`src/rtl/indicator_pkg.sv`:
```
// Shared definitions for the indicator LED driver: FSM state encoding,
// pending-counter width and constant helpers used to size the datapath.
package indicator_pkg;

  // Blink FSM states; only ON drives the LED.
  typedef enum logic [1:0] {
    IDLE = 2'd0,
    ON   = 2'd1,
    OFF  = 2'd2
  } state_e;

  // Width of the queued-request counter (holds up to 7).
  localparam int PENDING_W = 3;

  typedef logic [PENDING_W-1:0] pend_t;

  // Phase timer width: enough for the longer phase plus one spare bit.
  function automatic int timer_width(input int on_cycles, input int off_cycles);
    int longest;
    longest = (on_cycles > off_cycles) ? on_cycles : off_cycles;
    return $clog2(longest) + 1;
  endfunction

  // Saturation limit of the request queue; a disabled queue has depth zero,
  // so every trigger arriving during a blink is dropped.
  function automatic int sat_limit(input int max_pending, input bit queue_en);
    return queue_en ? max_pending : 0;
  endfunction

endpackage

```
`src/rtl/cycle_timer.sv`:
```
// Phase timer for the indicator driver: a down-counter that is reloaded on
// every phase entry and raises tc while it sits at zero. It holds at zero
// rather than wrapping, so an idle FSM sees a stable terminal count.
module cycle_timer #(
  parameter int WIDTH = 8
) (
  input  logic             clock,
  input  logic             reset_n,
  input  logic             load,
  input  logic [WIDTH-1:0] load_value,
  output logic             tc
);

  logic [WIDTH-1:0] count_r;

  // Reload on request, otherwise count down and stop at zero.
  always_ff @(posedge clock or negedge reset_n) begin
    if (!reset_n) begin
      count_r <= {WIDTH{1'b0}};
    end else if (load) begin
      count_r <= load_value;
    end else if (count_r != {WIDTH{1'b0}}) begin
      count_r <= count_r - {{(WIDTH-1){1'b0}}, 1'b1};
    end else begin
      count_r <= count_r;
    end
  end

  assign tc = (count_r == {WIDTH{1'b0}});

endmodule

```
`src/rtl/indicator_driver.sv`:
```
// Indicator LED driver: turns single-cycle trigger pulses into fixed-length
// LED blinks separated by a forced off gap. Triggers arriving during a blink
// are queued (saturating, with an overflow pulse on drops) when the macro
// INDICATOR_QUEUE_EN is defined; otherwise they are dropped and flagged.
// clear aborts everything synchronously; reset_n does so asynchronously.
module indicator_driver
  import indicator_pkg::*;
#(
  parameter int ON_CYCLES   = 10_000_000,
  parameter int OFF_CYCLES  = 10_000_000,
  parameter int MAX_PENDING = 7
) (
  input  logic                 clock,
  input  logic                 reset_n,
  input  logic                 trigger,
  input  logic                 clear,
  output logic                 led_out,
  output logic                 busy,
  output logic [PENDING_W-1:0] pending,
  output logic                 overflow
);

`ifdef INDICATOR_QUEUE_EN
  localparam bit QUEUE_EN = 1'b1;
`else
  localparam bit QUEUE_EN = 1'b0;
`endif

  localparam int                 TIMER_W    = timer_width(ON_CYCLES, OFF_CYCLES);
  localparam logic [TIMER_W-1:0] ON_LOAD    = TIMER_W'(ON_CYCLES - 1);
  localparam logic [TIMER_W-1:0] OFF_LOAD   = TIMER_W'(OFF_CYCLES - 1);
  localparam pend_t              PEND_LIMIT = pend_t'(sat_limit(MAX_PENDING, QUEUE_EN));

  state_e             state_r;
  state_e             state_next_s;
  pend_t              pending_r;
  pend_t              pending_next_s;
  logic               overflow_r;
  logic               overflow_next_s;
  logic               led_r;
  logic               led_next_s;
  logic               busy_r;
  logic               busy_next_s;
  logic               timer_load_s;
  logic [TIMER_W-1:0] timer_value_s;
  logic               timer_tc_s;
  logic               at_limit_s;

  // The timer's terminal count marks the last cycle of the current phase.
  cycle_timer #(
    .WIDTH (TIMER_W)
  ) u_timer (
    .clock      (clock),
    .reset_n    (reset_n),
    .load       (timer_load_s),
    .load_value (timer_value_s),
    .tc         (timer_tc_s)
  );

  assign at_limit_s = (pending_r == PEND_LIMIT);

  // FSM state register.
  always_ff @(posedge clock or negedge reset_n) begin
    if (!reset_n) begin
      state_r <= IDLE;
    end else begin
      state_r <= state_next_s;
    end
  end

  // Next state, timer reload and pending/overflow bookkeeping.
  always_comb begin
    state_next_s    = state_r;
    pending_next_s  = pending_r;
    overflow_next_s = 1'b0;
    timer_load_s    = 1'b0;
    timer_value_s   = {TIMER_W{1'b0}};
    if (clear) begin
      state_next_s   = IDLE;
      pending_next_s = 3'd0;
      timer_load_s   = 1'b1;
    end else begin
      case (state_r)
        IDLE: begin
          if (trigger) begin
            state_next_s  = ON;
            timer_load_s  = 1'b1;
            timer_value_s = ON_LOAD;
          end else begin
            state_next_s = IDLE;
          end
        end
        ON: begin
          if (timer_tc_s) begin
            state_next_s  = OFF;
            timer_load_s  = 1'b1;
            timer_value_s = OFF_LOAD;
          end else begin
            state_next_s = ON;
          end
          if (trigger) begin
            if (at_limit_s) begin
              overflow_next_s = 1'b1;
            end else begin
              pending_next_s = pending_r + 3'd1;
            end
          end else begin
            pending_next_s = pending_r;
          end
        end
        OFF: begin
          if (!timer_tc_s) begin
            state_next_s = OFF;
            if (trigger) begin
              if (at_limit_s) begin
                overflow_next_s = 1'b1;
              end else begin
                pending_next_s = pending_r + 3'd1;
              end
            end else begin
              pending_next_s = pending_r;
            end
          end else if (pending_r != 3'd0) begin
            // Dequeue into the next blink; a trigger in this same cycle
            // refills the slot it frees, so the count stays put.
            state_next_s  = ON;
            timer_load_s  = 1'b1;
            timer_value_s = ON_LOAD;
            if (trigger) begin
              pending_next_s = pending_r;
            end else begin
              pending_next_s = pending_r - 3'd1;
            end
          end else if (trigger && QUEUE_EN) begin
            // Empty queue: a trigger on the last gap cycle starts the next
            // blink directly instead of being counted.
            state_next_s  = ON;
            timer_load_s  = 1'b1;
            timer_value_s = ON_LOAD;
          end else begin
            state_next_s    = IDLE;
            overflow_next_s = trigger;
          end
        end
        default: begin
          state_next_s   = IDLE;
          pending_next_s = 3'd0;
          timer_load_s   = 1'b1;
        end
      endcase
    end
  end

  // Output decode from the upcoming state so the registered outputs line up
  // with the state register.
  always_comb begin
    led_next_s  = (state_next_s == ON);
    busy_next_s = (state_next_s != IDLE);
  end

  // Output and pending-counter registers.
  always_ff @(posedge clock or negedge reset_n) begin
    if (!reset_n) begin
      pending_r  <= 3'd0;
      overflow_r <= 1'b0;
      led_r      <= 1'b0;
      busy_r     <= 1'b0;
    end else begin
      pending_r  <= pending_next_s;
      overflow_r <= overflow_next_s;
      led_r      <= led_next_s;
      busy_r     <= busy_next_s;
    end
  end

  assign led_out  = led_r;
  assign busy     = busy_r;
  assign pending  = pending_r;
  assign overflow = overflow_r;

endmodule

```
`config.mk`:
```
export PLATFORM = sky130hd
export DESIGN_NAME = indicator_driver
export DESIGN_NICKNAME = d
export VERILOG_FILES = /design/src/rtl/indicator_pkg.sv /design/src/rtl/cycle_timer.sv /design/src/rtl/indicator_driver.sv
export SDC_FILE = /design/constraint.sdc
export NUM_CORES = 1
export LEC_CHECK = 0
export ABC_AREA = 1
export CAP_MARGIN = 20
export CORE_AREA = 2 2 64 66
export DETAILED_ROUTE_END_ITERATION = 10
export DIE_AREA = 0 0 66 68
export MAX_ROUTING_LAYER = met4
export PLACE_DENSITY = 0.76
export SLEW_MARGIN = 10
export SYNTH_ARGS = -nofsm -noshare
export SYNTH_HDL_FRONTEND = slang
export SYNTH_SLANG_ARGS = --single-unit
```
`constraint.sdc`:
```
create_clock -name clock -period 2.9 [get_ports clock]
set_input_delay 0.725 -clock clock [delete_from_list [all_inputs] [get_ports clock]]
set_output_delay 0.725 -clock clock [all_outputs]
set_load 0.02 [all_outputs]
```
==> results.md, run 1 <==
- Final setup margin: 529 ps
- Post-DP HPWL: 3.12 mm
- Worst hold path type: reg2reg
- CTS clock-pin slew for the worst setup and hold paths: 80 ps
- Main flop type after synthesis: dfrtp_1
- Status: finished, final reports clean
- Dpl cells: 350
- Detail Route Antenna Nets: 0
- Power Density: 492 nW/um^2
- Global Route Usage Sum: 22.9%
- CP Capture Type: flop
- TritonCTS Buffers: 5
- Largest net degree at the start of global routing: 34
- Net Count, Synth: 306
- Final period utilization: 81.8%
- Final setup violation count: 0
- Vias: 1,771
- Most used cell, CP: nand2_2
- Cts repair resizes: 0
- Crit path buf inv count: 2
- Clock latency on the worst-skew pair: 290 ps
- Top-level I/O count: 10
- Slew HR: 68.1%
- Delay-heaviest family, CP: simple AND/OR/NAND/NOR gates
- Maximum VDD drop: 0.000256 V
- Gpl congestion: 0.853
- Post-CTS Setup Bufs: 0
- Global-route wire length before repair: 7.58 mm
- Die Area: 4490 sq um
- Max-Cap Viols: 0
- Nature of the critical path startpoint: flop
- Cell breakdown of the critical path: inv_1, ha_1, nand2_2, nor2_4, nand2_2, nor2_2, buf_4, nand2_4, nand2_2, nor2_2, nand2_1, nor2_1, nor2_1
- Standard-cell rows: 23
- Die span in y: 68 um
- Slowest cell on crit path: dfrtp_1
- Number of distinct library cells after synthesis: 29
- Max-slew violation count: 0
- Synth warn: 0
- DR vias/cell: 4.95
- Max FO, Critical Path: 11
- Fraction of layout instances using a drive strength above 1: 10.7%
- RSZ-0062 raised after global routing: false
- Cells after Synth: 294
- Final Power: 0.00117 W
- Clock Skew: 11.7 ps
- Clock Tree Buf Depth: 2
- Max Freq: 0.422 GHz
- Asr flop ratio synth: 100%
- Place WS: 519 ps
- Final Hold Fails: 0
- Crit path DAT: 2590 ps
- Syn Std Cell Area: 2170 sq um
- Die W: 66 um
- Nets@finish: 319
- Avg WL per Cell: 11.8 um
- Seq/Total Area, Yosys: 38.0%
- Initial Utilization: 56.3%
- Vias in the first global route: 1,718
- Total negative setup slack: 0 ps
- Most frequent cells in the layout: nand2_1, nor2_1, inv_1
- WL final: 4.22 mm
- GR Overflow Total: 0
- Commonest non-fill, non-tap cell in the layout: nand2_1
- CTS root buf: clkbuf_8
- Core Area: 3860 sq um
- H-tree levels: 2
- Initial antenna violation count: 0
- Hold buffer count at cts: 0
- Number of buffers added on ports: 9
- Antenna Cells: 0
- Area growth syn-to-layout: 9.39%
- Crit path required time: 3120 ps
- CTS tree: yes
- DR pass1 iterations: 4
- Slew @ Worst Pin: 477 ps
- Worst setup path class: reg2reg
- Fin crit period: 2370 ps
- Sink Count: 33
- CP max stage delay: 390 ps
- EDFF count, synth: 0
- # DRC: 0
- Non-Filler Instances: 358
- Syn avg cell area: 7.38 sq um
- #FFs+latches synth: 33
- DR iter-0 viols: 58
- LEAKAGE: 1.26 nW
- Fillers: 362
## final timing paths
check	to	start	slack, ps	depth (start not counted)
setup reg to reg	u_timer.count_r[23]	u_timer.count_r[0]	530	13
hold / removal	u_timer.count_r[24]	u_timer.count_r[24]	530	2
max in group asynchronous	state_r[0]	reset_n	1750	2
setup / recovery	u_timer.count_r[23]	u_timer.count_r[0]	530	13
min in group asynchronous	u_timer.count_r[13]	reset_n	830	2
hold reg to reg	u_timer.count_r[24]	u_timer.count_r[24]	530	2
## flip-flops by register name, summed over array words and instances, names as in the netlist
name             cells
busy                 1
led_out              1
overflow             1
pending              3
state_r              2
u_timer.count_r     25
## Yosys cell counts, types with 4 or more instances
library cell	instances	share of area, %
o21ai_0	13	3.0
nand4_1	4	1.2
nor2_2	7	2.0
ha_1	8	4.6
nor3_1	9	2.1
nand2_1	85	15
nand2_2	6	1.7
xnor2_1	10	4.0
buf_6	4	2.1
nand3_1	9	2.1
dfrtp_1	33	38
nor2_1	42	7.3
inv_1	36	6.2
xor2_1	9	3.6
## final cells by class
class | instances | area [sq um] | area share [%]
Inverter | 38 | 143 | 6.01
Sequential cell | 33 | 826 | 34.8
Clock inverter | 2 | 10.0 | 0.421
Multi-Input combinational cell | 217 | 1150 | 48.4
Tap cell | 50 | 62.6 | 2.63
Timing Repair Buffer | 12 | 113 | 4.74
Clock buffer | 6 | 72.6 | 3.06
## per-stage QoR
step	util [%]	instance area [sq um]	hold slack (ps)
final	61.6	2370	534
after global routing	61.6	2370	569
after CTS	61.6	2370	533
after detailed placement	59.4	2290	523
after global placement	59.4	2290	510
after floorplan	-	2170	429
## kinds of logic after synthesis
logic type,synth area share (%)
AO/OA/AOI/OAI,4.50
XOR/XNOR,7.67
adder cells (fa/ha/maj),4.61
buffers and inverters,9.05
flip-flops,38.0
AND/OR/NAND/NOR,36.1
## tightest hold or removal path, cell delays in order (launching register included)
cell	delay [ps]
dfrtp_1	370
o21ai_0	80
nor2_1	50
## where the power goes
group	total [W]	switching [W]	internal [W]	leakage, nW
Sequential	0.000535	0.0000367	0.000499	0.437
Combinational	0.000288	0.000181	0.000107	0.780
Clock	0.000344	0.000178	0.000166	0.0450
Total	0.00117	0.000395	0.000772	1.26
## routing by layer
layer / part of all wire [%] / wire, um / GRT usage (%) / vias up
met5: 0 / 0 / - / -
met4: 1.7 / 73 / 8.67 / 0
met3: 2.1 / 88 / 5.26 / 7
met2: 48 / 2030 / 38.9 / 19
met1: 48 / 2020 / 26.7 / 811
li1: - / - / - / 934
Power figures use the tool's default switching activity.
==> run 2, diff against run 1 <==
CORE_AREA = 2 2 67 69   (was 2 2 64 66)
DIE_AREA = 0 0 69 71   (was 0 0 66 68)
PLACE_DENSITY = 0.73   (was 0.76)
clock period = 2.1 ns   (was 2.9 ns; I/O delays follow)
==> run 2 against run 1 <==
Fmax grew 24%. Critical path depth shrank 3. First-iteration DRC count grew to 3.2 times the previous value. Highest routed layer unchanged. Die area grew 9.2%. Cell area grew 6.2%. Worst setup slack lost 340 ps.
==> results.md, run 2 (synthesis results as in run 1) <==
- Status: finished, final reports clean
- Core Area: 4200 sq um
- Vias: 1,794
- Slew HR: 72.3%
- Max Freq: 0.524 GHz
- Final Hold Fails: 0
- Area growth syn-to-layout: 16.1%
- Most used cell, CP: nand2_1
- Number of buffers added on ports: 9
- Worst hold path type: reg2reg
- Clock share of power: 34.5%
- DR pass1 iterations: 4
- CP max stage delay: 380 ps
- Largest register FFs: 25
- Standard-cell rows: 24
- Gpl congestion: 0.912
- Sequential Power Share: 41.5%
- CTS root buf: clkbuf_8
- TritonCTS Buffers: 5
- Initial Utilization: 51.6%
- LEAKAGE: 1.33 nW
- Final Power: 0.00179 W
- Nature of the critical path startpoint: flop
- GR Overflow Total: 0
- Clock latency on the worst-skew pair: 290 ps
- Avg WL per Cell: 11.9 um
- Initial antenna violation count: 0
- Commonest non-fill, non-tap cell in the layout: nand2_1
- Slew @ Worst Pin: 415 ps
- Total negative setup slack: 0 ps
- Max FO, Critical Path: 13
- Maximum VDD drop: 0.000619 V
- Sw Share: 30.5%
- Sw Pwr: 0.000546 W
- Crit path required time: 2280 ps
- Sink Count: 33
- FF-to-FF Start: u_timer.count_r[1]
- DR vias/cell: 4.86
- Crit path DAT: 2080 ps
- Hold path start: u_timer.count_r[24]
- CTS tree: yes
- Die W: 69 um
- Cell breakdown of the critical path: inv_1, ha_1, nand2_2, nor2_4, buf_4, nand2_1, nor2_2, nand4_2, nand2_1, nand2_1
- Antenna Cells: 0
- Power Density: 710 nW/um^2
- Final period utilization: 90.9%
- Worst setup path class: reg2reg
- Slowest cell on crit path: dfrtp_1
- Die span in y: 71 um
- CP Capture Type: flop
- Clock Tree Buf Depth: 2
- Die Area: 4900 sq um
- RSZ-0062 raised after global routing: false
- Int Power: 0.00124 W
- Final setup violation count: 0
- Top reg by flops: u_timer.count_r
- Post-DP HPWL: 3.26 mm
- DR iter-0 viols: 187
- Global-route wire length before repair: 8.00 mm
- Fin crit period: 1910 ps
- CTS clock-pin slew for the worst setup and hold paths: 70 ps
- Top-level I/O count: 10
- Clock Skew: 5.27 ps
- Most frequent cells in the layout: nand2_1, nor2_1, inv_1
- # DRC: 0
- CP Launch Point: u_timer.count_r[1]
- WL final: 4.39 mm
- Max-Cap Viols: 0
- Fraction of layout instances using a drive strength above 1: 14.2%
- Max-slew violation count: 0
- H-tree levels: 2
- Vias in the first global route: 1,837
- Nets@finish: 328
- Global Route Usage Sum: 20.9%
- Detail Route Antenna Nets: 0
- Combinational share of power: 24.0%
- Largest net degree at the start of global routing: 34
run 2: changes by cell type in the layout (fill, tap and decap cells not counted), sizes merged:
cell	change
clkinv	-2
clkbuf	+1
buf	+9
bufinv	+1
run 2: routing by layer:
metal	vias up	part of all wire (%)	track usage [%]
li1	943	-	-
met1	819	47	25.8
met2	24	50	33.9
met3	8	2.3	4.13
met4	0	1.4	8.06
met5	-	0	-
run 2: path summary, 6_finish.rpt:
path / slack [ps] / end / cells past startpoint
min in group asynchronous: 630 / u_timer.count_r[24] / 2
min reg2reg: 540 / u_timer.count_r[24] / 2
min: 540 / u_timer.count_r[24] / 2
max in group asynchronous: 1160 / pending[2] / 2
max: 190 / u_timer.count_r[0] / 10
max reg2reg: 190 / u_timer.count_r[0] / 10
run 2: final cells by class:
type | instances | area, sq um
Clock buffer | 7 | 86.3
Sequential cell | 33 | 826
Inverter | 38 | 143
Fill cell | 378 | 1680
Tap cell | 52 | 65.1
Multi-Input combinational cell | 217 | 1170
Timing Repair Buffer | 21 | 205
Clock inverter | 1 | 30.0
run 2: repair_timing:
action / 4_1_cts / 5_1_grt
setup endpoints to repair: 0 / 29
buffers inserted: 0 / 2
hold buffers: 0 / 0
resized for setup: 0 / 5
run 2: power groups by stage:
stage / clock [W] / sequential (W) / combinational (W)
after floorplan: 0 / 0.000745 / 0.000313
after global placement: 0 / 0.000751 / 0.000415
after detailed placement: 0 / 0.000752 / 0.000417
after CTS: 0.000632 / 0.000740 / 0.000422
after global routing: 0.000659 / 0.000749 / 0.000493
final: 0.000617 / 0.000743 / 0.000429
run 2: metrics by stage:
stage	worst slack [ps]	std cells	hold slack, ps	util, %	cell area, sq um
after detailed placement	82.8	359	524	56.4	2370
final	192	369	539	60.0	2520
after floorplan	312	294	229	-	2170
after CTS	80.5	367	542	59.2	2490
after global routing	20.7	369	572	60.0	2520
after global placement	104	359	513	56.4	2370
run 2: worst max-delay path: cells and delay by family, from the launching register on:
| family | cells | cell delay (ps) |
|---|---|---|
| flops | 1 | 380 |
| buf+inv | 2 | 230 |
| fa+ha+maj | 1 | 210 |
| simple gates | 7 | 980 |
==> run 3, diff against run 2 <==
CORE_AREA = 2 2 65 67   (was 2 2 67 69)
DIE_AREA = 0 0 67 69   (was 0 0 69 71)
DONT_BUFFER_PORTS = 1   (was unset)
PLACE_DENSITY = 0.74   (was 0.73)
RECOVER_POWER = 50   (was unset)
==> run 3 against run 2 <==
The flow now finishes with violations (capacitance limit, slew limit). Sequential share of layout area up 2.2 points. Hold slack worse by 170 ps. Worst setup slack worse by 5.3 ps. Non-clock buffer count down 13. Count of clock-buffer cells in the layout down 1. Total power down 9.3%. Register-to-register slack about the same. Clock power down 24%. Final cell count down 4.1%.
==> results.md, run 3 (synthesis results as in run 1) <==
- Clock Tree Buf Depth: 2
- Max FO, Critical Path: 3
- Global Route Usage Sum: 23.3%
- Cell breakdown of the critical path: inv_1, ha_4, nand2_1, nor3_1, nand4_1, nor2_1, nand2_1, xor2_1, nor2_1
- Fin crit period: 1910 ps
- Initial Utilization: 55.5%
- Worst hold path type: in2reg
- LEAKAGE: 1.27 nW
- Most frequent cells in the layout: nand2_1, nor2_1, inv_1
- CP max stage delay: 380 ps
- Core Area: 3910 sq um
- Final period utilization: 91.1%
- Top reg by flops: u_timer.count_r
- Clock latency on the worst-skew pair: 290 ps
- Hold path start: trigger
- Crit path buf inv count: 1
- Power Density: 686 nW/um^2
- Failing checks: capacitance limit, slew limit
- Max-Cap Viols: 1
- # DRC: 0
- WL final: 4.58 mm
- GR Overflow Total: 0
- Cell Area, Placed: 2230 sq um
- Top-level I/O count: 10
- Fin area: 2360 sq um
- Max Freq: 0.523 GHz
- RSZ-0062 raised after global routing: false
- Avg WL per Cell: 12.9 um
- Detail Route Antenna Nets: 0
- DR pass1 iterations: 4
- Fillers: 362
- Max-slew violation count: 33
- Nature of the critical path startpoint: flop
- Sink Count: 33
- Slew HR: -0.123%
- Die span in y: 69 um
- Global-route wire length before repair: 8.10 mm
- CP Launch Point: u_timer.count_r[0]
- Delay-heaviest family, CP: simple AND/OR/NAND/NOR gates
- Final Hold Fails: 0
- Die Area: 4620 sq um
- FF-to-FF Start: u_timer.count_r[0]
- Final setup violation count: 0
- Crit path DAT: 2090 ps
- Clock Skew: 8.93 ps
- Slew @ Worst Pin: 1500 ps
- Maximum VDD drop: 0.000467 V
- Die W: 67 um
- Area growth syn-to-layout: 8.93%
- Number of buffers added on ports: 0
- DR iter-0 viols: 131
- Largest net degree at the start of global routing: 34
- Post-DP HPWL: 3.33 mm
- Reg-to-reg setup timing slack: 190 ps
- Initial antenna violation count: 0
- Dpl cells: 345
- Nets@finish: 315
- Commonest non-fill, non-tap cell in the layout: nand2_1
- Standard-cell rows: 23
- Crit path required time: 2280 ps
- Post-CTS Setup Bufs: 0
- Fraction of layout instances using a drive strength above 1: 13.2%
- CTS tree: yes
- Area of the multi-input gates: 1190 sq um
- Seq. cell area: 826 sq um
- Non-Filler Instances: 354
- CTS clock-pin slew for the worst setup and hold paths: 70 ps
- Total negative setup slack: 0 ps
- Gpl congestion: 0.920
- Largest register FFs: 25
- Vias in the first global route: 1,796
- CP Capture Type: flop
- Vias: 1,814
- Slowest cell on crit path: dfrtp_1
- DR vias/cell: 5.12
- Antenna Cells: 0
- TritonCTS Buffers: 5
- Worst setup path class: reg2reg
- H-tree levels: 2
- Status: finished, violations left
- CTS root buf: clkbuf_8
==> run 3: cell types whose count changed in the layout (fill, tap and decap cells not counted), moves of 2 or more <==
cell and delta:
buf_12 -2, buf_4 -3, clkdlybuf4s50_1 -9, clkinv_2 +2
nor2_1 +2
==> run 3: repair_timing <==
action / 4_1_cts / 5_1_grt
resized for setup: 1 / 6
setup endpoints to repair: 7 / 27
cloned: 0 / 0
hold buffers: 1 / 0
hold endpoints to repair: 33 / 0
==> run 3: final cells by class <==
| cell class | instances | share of cell area (%) |
|---|---|---|
| Inverter | 38 | 6.03 |
| Multi-Input combinational cell | 217 | 50.2 |
| Sequential cell | 33 | 34.9 |
| Tap cell | 50 | 2.65 |
| Clock buffer | 6 | 3.07 |
| Clock inverter | 2 | 0.423 |
| Timing Repair Buffer | 8 | 2.75 |
==> run 3: stage by stage <==
stage / hold slack (ps) / setup WS (ps) / utilization [%] / power, W
2_1_floorplan: 229 / 312 / - / 0.00106
3_3_place_gp: 230 / 83.3 / 57.0 / 0.00112
3_5_place_dp: 230 / -8.47 / 57.0 / 0.00113
4_1_cts: 59.8 / 69.1 / 59.7 / 0.00163
5_1_grt: 365 / 8.44 / 60.4 / 0.00174
6_report: 373 / 186 / 60.4 / 0.00162
==> run 3: worst paths after layout <==
check,end,depth (start not counted)
max in group asynchronous,pending[2],1
worst max register to register,u_timer.count_r[18],9
min in group asynchronous,u_timer.count_r[20],1
worst min-delay path,overflow,2
worst max-delay path,u_timer.count_r[18],9
worst min register to register,u_timer.count_r[24],2
==> run 3: layer usage <==
| layer | track usage, % | vias up | routed length [um] |
|---|---|---|---|
| li1 | - | 917 | - |
| met1 | 30.9 | 847 | 2080 |
| met4 | 9.07 | 0 | 91 |
| met3 | 5.22 | 10 | 153 |
| met5 | - | - | 0 |
| met2 | 34.3 | 40 | 2260 |
==> run 3: worst register-to-register path: cells and delay by family, from the launching register on <==
| kind | cells | cell delay (ps) |
|---|---|---|
| flip-flops | 1 | 380 |
| buffers and inverters | 1 | 140 |
| adder cells (fa/ha/maj) | 1 | 180 |
| XOR/XNOR | 1 | 160 |
| AND/OR/NAND/NOR | 6 | 950 |
==> run 3: report_power, final <==
group,switching [W],internal (W),leakage (nW),total [W]
combinational,0.000254,0.000154,0.792,0.000408
clock,0.000238,0.000230,0.0450,0.000467
sequential,0.0000581,0.000689,0.437,0.000747
total,0.000550,0.00107,1.27,0.00162
